File: config.mk
export PLATFORM = sky130hd
export DESIGN_NAME = jt6295_adpcm_enc
export DESIGN_NICKNAME = d
export VERILOG_FILES = /design/src/rtl/jt6295_adpcm_enc.sv
export SDC_FILE = /design/constraint.sdc
export NUM_CORES = 1
export LEC_CHECK = 0
export CORE_UTILIZATION = 45
export DETAILED_ROUTE_END_ITERATION = 16
export GPL_ROUTABILITY_DRIVEN = 0
export PLACE_DENSITY = 0.75
export SKIP_LAST_GASP = 1
export SYNTH_ARGS = -nofsm -noshare
export SYNTH_HDL_FRONTEND = slang
export SYNTH_SLANG_ARGS = --single-unit
export TNS_END_PERCENT = 30
File: constraint.sdc
create_clock -name clk -period 8.8 [get_ports clk]
set_clock_uncertainty 0.15 [all_clocks]
set_input_delay 0.88 -clock clk [delete_from_list [all_inputs] [get_ports clk]]
set_output_delay 0.88 -clock clk [all_outputs]
set_load 0.01 [all_outputs]
File: src/rtl/jt6295_adpcm_enc.sv
// OKI/MSM6295-compatible 4-bit ADPCM encoder with a successive-approximation quantizer.
// Define JT6295_ENC_PACK_EN to pack two nibbles per output byte (first nibble in [7:4]).
module jt6295_adpcm_enc (
  input  logic        rst,
  input  logic        clk,
  input  logic        cen,
  input  logic        clr,
  input  logic [11:0] din,
  input  logic        din_valid,
  output logic        din_ready,
  output logic [7:0]  dout,
  output logic        dout_valid,
  input  logic        dout_ready,
  output logic [11:0] recon
);

  typedef enum logic [2:0] {IDLE, DIFF, Q2, Q1, Q0, UPD} state_t;

  state_t             state;
  logic        [11:0] smp;
  logic signed [11:0] pred;
  logic        [5:0]  idx;
  logic        [11:0] mag;
  logic        [10:0] step;
  logic               sign, b2, b1, b0;
`ifdef JT6295_ENC_PACK_EN
  logic        [3:0]  half;
  logic               have_half;
`endif

  // Same step table as the decoder, so both sides track the same quantizer scale
  function automatic logic [10:0] step_lut(input logic [5:0] i);
    case (i)
      6'd0:  step_lut = 11'd16;   6'd1:  step_lut = 11'd17;   6'd2:  step_lut = 11'd19;
      6'd3:  step_lut = 11'd21;   6'd4:  step_lut = 11'd23;   6'd5:  step_lut = 11'd25;
      6'd6:  step_lut = 11'd28;   6'd7:  step_lut = 11'd31;   6'd8:  step_lut = 11'd34;
      6'd9:  step_lut = 11'd37;   6'd10: step_lut = 11'd41;   6'd11: step_lut = 11'd45;
      6'd12: step_lut = 11'd50;   6'd13: step_lut = 11'd55;   6'd14: step_lut = 11'd60;
      6'd15: step_lut = 11'd66;   6'd16: step_lut = 11'd73;   6'd17: step_lut = 11'd80;
      6'd18: step_lut = 11'd88;   6'd19: step_lut = 11'd97;   6'd20: step_lut = 11'd107;
      6'd21: step_lut = 11'd118;  6'd22: step_lut = 11'd130;  6'd23: step_lut = 11'd143;
      6'd24: step_lut = 11'd157;  6'd25: step_lut = 11'd173;  6'd26: step_lut = 11'd190;
      6'd27: step_lut = 11'd209;  6'd28: step_lut = 11'd230;  6'd29: step_lut = 11'd253;
      6'd30: step_lut = 11'd279;  6'd31: step_lut = 11'd307;  6'd32: step_lut = 11'd337;
      6'd33: step_lut = 11'd371;  6'd34: step_lut = 11'd408;  6'd35: step_lut = 11'd449;
      6'd36: step_lut = 11'd494;  6'd37: step_lut = 11'd544;  6'd38: step_lut = 11'd598;
      6'd39: step_lut = 11'd658;  6'd40: step_lut = 11'd724;  6'd41: step_lut = 11'd796;
      6'd42: step_lut = 11'd876;  6'd43: step_lut = 11'd963;  6'd44: step_lut = 11'd1060;
      6'd45: step_lut = 11'd1166; 6'd46: step_lut = 11'd1282; 6'd47: step_lut = 11'd1411;
      default: step_lut = 11'd1552;
    endcase
  endfunction

  logic signed [12:0] diff;
  logic        [12:0] diff_abs;
  logic        [11:0] step_h, step_q;
  logic        [12:0] qn;
  logic signed [12:0] pred_sum;
  logic signed [11:0] pred_nxt;
  logic        [5:0]  idx_raw, idx_nxt;
  logic        [3:0]  nibble;
  logic               push_ok;

  assign diff     = $signed({smp[11], smp}) - $signed({pred[11], pred});
  assign diff_abs = diff[12] ? 13'(-diff) : 13'(diff);
  assign step_h   = {2'b0, step[10:1]};
  assign step_q   = {3'b0, step[10:2]};
  assign qn       = {5'b0, step[10:3]}
                  + (b2 ? {2'b0, step}         : 13'd0)
                  + (b1 ? {3'b0, step[10:1]}   : 13'd0)
                  + (b0 ? {4'b0, step[10:2]}   : 13'd0);
  // A sign-0 update can only move pred towards a sample inside -2048..2047, so 13 bits never wrap
  assign pred_sum = sign ? ($signed({pred[11], pred}) - $signed(qn))
                         : ($signed({pred[11], pred}) + $signed(qn));
  assign pred_nxt = (pred_sum > 13'sd2047)  ? 12'sd2047 :
                    (pred_sum < -13'sd2048) ? -12'sd2048 : pred_sum[11:0];
  assign idx_raw  = b2 ? (idx + {3'b0, b1, b0, 1'b0} + 6'd2) : (idx - 6'd1);
  assign idx_nxt  = (idx_raw > 6'd48) ? (b2 ? 6'd48 : 6'd0) : idx_raw;
  assign nibble   = {sign, b2, b1, b0};
  assign push_ok  = !dout_valid || dout_ready;

  assign din_ready = (state == IDLE);
  assign recon     = pred;

  // One FSM steps a sample through difference, three quantizer bits and the predictor update
  always_ff @(posedge clk, posedge rst) begin
    if (rst) begin
      state      <= IDLE;
      smp        <= 12'd0;
      pred       <= 12'sd0;
      idx        <= 6'd0;
      mag        <= 12'd0;
      step       <= 11'd16;
      sign       <= 1'b0;
      b2         <= 1'b0;
      b1         <= 1'b0;
      b0         <= 1'b0;
      dout       <= 8'd0;
      dout_valid <= 1'b0;
`ifdef JT6295_ENC_PACK_EN
      half       <= 4'd0;
      have_half  <= 1'b0;
`endif
    end else if (cen) begin
      if (clr) begin
        state      <= IDLE;
        pred       <= 12'sd0;
        idx        <= 6'd0;
        dout_valid <= 1'b0;
`ifdef JT6295_ENC_PACK_EN
        have_half  <= 1'b0;
`endif
      end else begin
        if (dout_valid && dout_ready) dout_valid <= 1'b0;
        case (state)
          IDLE: begin
            if (din_valid) begin
              smp   <= din;
              state <= DIFF;
            end
          end
          DIFF: begin
            sign  <= diff[12];
            mag   <= diff_abs[11:0];
            step  <= step_lut(idx);
            state <= Q2;
          end
          Q2: begin
            b2 <= (mag >= {1'b0, step});
            if (mag >= {1'b0, step}) mag <= mag - {1'b0, step};
            state <= Q1;
          end
          Q1: begin
            b1 <= (mag >= step_h);
            if (mag >= step_h) mag <= mag - step_h;
            state <= Q0;
          end
          Q0: begin
            b0    <= (mag >= step_q);
            state <= UPD;
          end
          UPD: begin
            if (push_ok) begin
              pred  <= pred_nxt;
              idx   <= idx_nxt;
              state <= IDLE;
`ifdef JT6295_ENC_PACK_EN
              if (!have_half) begin
                half      <= nibble;
                have_half <= 1'b1;
              end else begin
                dout       <= {half, nibble};
                dout_valid <= 1'b1;
                have_half  <= 1'b0;
              end
`else
              dout       <= {4'b0, nibble};
              dout_valid <= 1'b1;
`endif
            end
          end
          default: state <= IDLE;
        endcase
      end
    end
  end

endmodule

==> flow_summary.json, run 1 <==
{
  "h-tree-depth": 3,
  "synthMuxAreaShare": 0.0345,
  "io_pins": 40,
  "cts-root-buf": "clkbuf_16",
  "cts_hold_buf": 0,
  "synth-xor-area-share": 0.0667,
  "grt_use_total": 0.235,
  "drt_iter0_markers": 496,
  "arrival_ps": 6820,
  "syn-cell-area_mm2": 0.00770,
  "ys_seq_area_frac": 0.212,
  "final_cell_mix": "106 x nand2_1, 80 x ha_1, 75 x inv_1, 72 x nor2_1, 64 x dfrtp_1",
  "dieArea_mm2": 0.0176,
  "synth.distinct_cells": 80,
  "area_growth_pct": 10.7,
  "synth_top_family_by_area": "compound AO/OA/AOI/OAI gates",
  "min_path_cells": 2,
  "postCtsSetupBuffers": 0,
  "drive_above_1_share": 0.0500,
  "grt_pass1_vias": 6786,
  "yosys.area_share.simple": 0.202,
  "syn_inst": 963,
  "cap_violations": 0,
  "clock-sinks": 65,
  "synth_compound_area_frac": 0.233,
  "reg2reg_slack_ps": 2070,
  "ys_ff_latch": 65,
  "r2r_start": "b2",
  "nFillCells": 1541,
  "fin_setup_tns_ps": 0,
  "grt_setup_unrepaired": "false",
  "hold_start": "dout[3]",
  "synthArstFlopShare": 1.00,
  "synth_edf_count": 0,
  "core_mm2": 0.0166,
  "fin_crit_sh": 0.765,
  "worstMarginPinSlew_ps": 1150,
  "grt_pass1_wl_um": 33100,
  "clock.fmax_ghz": 0.149,
  "hold-worst-slack_ps": 325,
  "drt-wirelength-per-cell_um": 16.3,
  "overflow": 0,
  "crit_type": "flop to flop",
  "period_minus_slack_ps": 6730,
  "antenna_found_initial": 0,
  "start_util": 0.462,
  "hold_path_end": "dout[3]",
  "crit_path_end_kind": "flop",
  "ys_warn_count": 0,
  "viasPerCell": 5.86,
  "worstReg2RegEnd": "recon[2]",
  "grt_max_degree": 66,
  "numCtsBuffers": 9,
  "finalNetCount": 1095,
  "ant_nets": 0,
  "routed_wl_um": 19600,
  "clockBufferDepth": 2,
  "worstSkewPairLatency_ps": 350,
  "cts_resized": 0,
  "crit_fanout": 20,
  "vias": 7027,
  "dpl.hpwl_um": 14200,
  "r2r_cells": 19,
  "clk_pin_slew_worst_paths_ps": 70,
  "final_common_cell": "nand2_1",
  "finalHoldViolCount": 0,
  "synthFlopType": "dfrtp_1",
  "diodes": 0,
  "worstHoldPathType": "flop to flop",
  "rows": 47,
  "slew_violations": 0,
  "firstDrtPassIters": 4,
  "crit_path_start_kind": "flop",
  "status": "finished clean",
  "portBuffers": 35,
  "synthAdderAreaFrac": 0.190,
  "die_w_um": 133,
  "synth_area_per_cell_um2": 7.99,
  "dieHeight_um": 133,
  "post-route-drc-count": 0,
  "slew_headroom": 0.236,
  "setup_viol": 0,
  "cp.required_ps": 8890,
  "cts_tree": "built"
}
==> kinds of logic after synthesis <==
kind of cell | Yosys count
muxes | 22
other | 1
buffers and inverters | 121
and+or+nand+nor | 326
AOI/OAI and AO/OA | 267
DFF | 65
adders and majority gates | 104
xor gates and xnor gates | 57
==> synthesized netlist by cell type, drive strengths merged, types with 6 or more instances <==
master / n / share of area
a2111oi: 8 / 0.010
and3: 9 / 0.0073
o21ai: 79 / 0.051
a21oi: 53 / 0.034
nand3: 21 / 0.014
or2: 6 / 0.0049
a211oi: 17 / 0.017
mux2: 16 / 0.023
nand2: 106 / 0.052
a31oi: 7 / 0.0057
nor2: 74 / 0.037
nor3b: 6 / 0.0059
buf: 11 / 0.0085
xnor2: 36 / 0.041
xor2: 20 / 0.023
fa: 22 / 0.057
and2: 11 / 0.0089
clkbuf: 32 / 0.016
ha: 80 / 0.13
nand2b: 18 / 0.015
nor2b: 18 / 0.015
dfrtp: 64 / 0.21
a221o: 7 / 0.0091
a21o: 20 / 0.020
inv: 76 / 0.037
o211ai: 17 / 0.017
a311oi: 6 / 0.0076
nor3: 32 / 0.021
==> critical path, stage by stage (launching register included) <==
cell and delay [ps]:
dfrtp_1 810, nand2_1 170, fa_1 520, fa_1 540, inv_1 40, ha_1 230, fa_1 520, nor3_1 290
or3b_2 480, or3_1 340, nor3_1 240, nor2_1 90, xor2_1 160, ha_1 360, nand4_1 140, a311oi_1 350
xnor3_1 520, nor2_2 200, nor2_2 90, a221o_1 350
==> metal layers <==
metal | vias up | GRT usage | share of wire | wire length (µm)
met2 | 165 | 0.387 | 0.48 | 9330
met1 | 3361 | 0.306 | 0.45 | 8790
met5 | - | 0 | 0 | 0
met4 | 0 | 0.103 | 0.031 | 602
li1 | 3458 | - | - | -
met3 | 43 | 0.0352 | 0.046 | 898
==> stage by stage <==
step                      setup slack [ps]  cells   util  cell area [µm²]
final                                 2070   1200  0.512             8520
after global routing                  1720   1200  0.512             8520
after CTS                             2100   1200  0.512             8520
after detailed placement              2190   1184  0.492             8190
after global placement                2370   1184  0.492             8190
after floorplan                       2620    966      -             7710
==> registers in the layout, indices dropped and copies added, names as in the netlist <==
signal	cells
mag	12
recon	12
smp	12
step	11
idx	6
dout	4
state	3
b0	1
b1	1
b2	1
dout_valid	1
sign	1
==> area by class of cell <==
class	instances	area (µm²)	area share
clock buffer	10	239	0.0280
tap	220	275	0.0323
timing repair buffer	41	395	0.0464
sequential	65	1630	0.191
inverter	78	293	0.0344
multi-input combinational	780	5600	0.657
clock inverter	6	90.1	0.0106
==> worst max-delay path by stage <==
stage | from | endpoint | slack, ps
2_1_floorplan | b2 | recon[2] | 2620
3_3_place_gp | b2 | recon[2] | 2370
3_5_place_dp | b2 | recon[2] | 2190
4_1_cts | b2 | recon[2] | 2100
5_1_grt | b2 | recon[2] | 1720
6_report | b2 | recon[2] | 2070
Power of run 1 is left out: the tool's default activity adds up to more than one toggle a clock period on the data nets, which glitch-free logic cannot reach.
==> run 2, diff against run 1 <==
--- a/config.mk
+++ b/config.mk
@@ -8,7 +8,7 @@
 export CORE_UTILIZATION = 45
 export DETAILED_ROUTE_END_ITERATION = 16
 export GPL_ROUTABILITY_DRIVEN = 0
-export PLACE_DENSITY = 0.75
+export PLACE_DENSITY = 0.77
 export SKIP_LAST_GASP = 1
 export SYNTH_ARGS = -nofsm -noshare
 export SYNTH_HDL_FRONTEND = slang
==> constraint.sdc (replaced) <==
create_clock -name clk -period 5.5 [get_ports clk]
set_clock_uncertainty 0.15 [all_clocks]
set_input_delay 0.55 -clock clk [delete_from_list [all_inputs] [get_ports clk]]
set_output_delay 0.55 -clock clk [all_outputs]
set_load 0.01 [all_outputs]
==> run 2 against run 1 <==
Compared with the run above: the flow now finishes with violations (negative setup slack); global-route usage grew 1.1 points; sequential cell count is the same; via count is 4.4% higher; hold slack gained 21 ps; fmax up 22%; core utilization increased by 3.7 points; first-iteration DRC count down 1.6%; critical endpoint is now recon[8].
==> flow_summary.json, run 2 (synthesized netlist as in run 1, its figures left out) <==
{
  "status": "complete, but fails checks",
  "worstHoldPathType": "flop to flop",
  "finalHoldViolCount": 0,
  "drt-wirelength-per-cell_um": 17.2,
  "start_util": 0.462,
  "nFillCells": 1490,
  "finalNetCount": 1143,
  "clockBufferDepth": 2,
  "crit_family": "adder cells",
  "violations": "negative setup slack",
  "crit_type": "flop to flop",
  "r2r_start": "step[4]",
  "antenna_found_initial": 0,
  "multi_input_area_mm2": 0.00582,
  "grt_pass1_vias": 6877,
  "cap_violations": 0,
  "cp-endpoint": "recon[8]",
  "fin_setup_tns_ps": -1.62,
  "crit_fanout": 6,
  "overflow": 0,
  "cts_tree": "built",
  "slowest_stage": "dfstp_2",
  "cts-root-buf": "clkbuf_16",
  "reg2reg_slack_ps": -2,
  "area_growth_pct": 18.8,
  "r2r_cells": 21,
  "clock.fmax_ghz": 0.182,
  "cp_cell_sequence": "inv_2, fa_1, fa_1, inv_2, ha_4, fa_2, a211o_4, a2111o_1, o311ai_4, nor3_1, nor2_1, xnor2_1, ha_1, nand2_1, nand2b_1, a21oi_1, a311oi_2, xnor3_2, nor2_4, nor2_4, a221o_1",
  "dieHeight_um": 133,
  "grt_max_degree": 66,
  "crit_cells": 21,
  "h-tree-depth": 3,
  "post-route-drc-count": 0,
  "slowest_delay_ps": 540,
  "drive_above_1_share": 0.125,
  "drt_iter0_markers": 488,
  "vias": 7333,
  "cts_hold_buf": 0,
  "rows": 47,
  "io_pins": 40,
  "worstSkewPairLatency_ps": 340,
  "slew_violations": 0,
  "worstMarginPinSlew_ps": 973,
  "routed_wl_um": 21400,
  "crit_path_start_kind": "flop",
  "dpl.hpwl_um": 16000,
  "hold-worst-slack_ps": 346,
  "numCtsBuffers": 9,
  "firstDrtPassIters": 5,
  "cp.required_ps": 5570,
  "worstReg2RegEnd": "recon[8]",
  "core_mm2": 0.0166,
  "diodes": 0,
  "crit_path_end_kind": "flop",
  "seq_area_mm2": 0.00163,
  "final_common_cell": "nand2_1",
  "portBuffers": 35,
  "die_w_um": 133,
  "setup_ws_ps": -1.62,
  "clock-sinks": 65,
  "period_minus_slack_ps": 5500,
  "clk_pin_slew_worst_paths_ps": 60,
  "fin_crit_sh": 1.00,
  "final_cell_mix": "105 x nand2_1, 73 x ha_1, 72 x inv_1, 70 x nor2_1, 62 x dfrtp_1",
  "placed_cells": 1224,
  "setup_viol": 1,
  "final_core_util": 0.549,
  "arrival_ps": 5570,
  "grt_use_total": 0.246,
  "dieArea_mm2": 0.0176,
  "final_cells": 1248,
  "ant_nets": 0,
  "startpoint": "step[4]",
  "grt_setup_unrepaired": "true",
  "viasPerCell": 5.88,
  "slew_headroom": 0.351,
  "grt_pass1_wl_um": 34900,
  "crit_buf_inv": 2
}
-- run 2: how the worst min path moves through the flow --
stage	startpoint	end	slack, ps	depth (start not counted)
2_1_floorplan	smp[11]	smp[11]	310	1
3_3_place_gp	dout[3]	dout[3]	310	2
3_5_place_dp	dout[3]	dout[3]	310	2
4_1_cts	dout[2]	dout[2]	340	2
5_1_grt	dout[2]	dout[2]	360	2
6_report	dout[2]	dout[2]	350	2
-- run 2: cell type report --
type	count	area share
Clock inverter	7	0.0155
Inverter	78	0.0320
Clock buffer	9	0.0246
Sequential cell	65	0.178
Timing Repair Buffer	89	0.0835
Tap cell	220	0.0301
Multi-Input combinational cell	780	0.636
-- run 2: tightest hold or removal path: cells and delay by family (launching register included) --
family	cells	cell delay [ps]
flip-flops	1	340
AND/OR/NAND/NOR	1	60
AO/OA/AOI/OAI	1	60
-- run 2: through the flow --
step	area, µm²	setup slack (ps)
after floorplan	7750	7.73
after global placement	8520	-1.10
after detailed placement	8520	-135
after CTS	8930	-15.1
after global routing	9140	-213
final	9140	-1.62
-- run 2: routing by layer --
metal | wire length, µm | part of all wire | up-vias | track usage
met5 | 0 | 0 | - | 0
met4 | 741 | 0.035 | 0 | 0.103
met3 | 1020 | 0.048 | 45 | 0.0322
met2 | 10000 | 0.47 | 248 | 0.399
met1 | 9610 | 0.45 | 3471 | 0.331
li1 | - | - | 3569 | -
-- run 2: repair_timing --
action / in CTS / in global routing
cloned: 0 / 0
endpoints found under the setup margin: 10 / 11
setup buffers: 3 / 5
resized for setup: 6 / 32
pin swaps: 6 / 20
Power of run 2 is left out for the same reason.
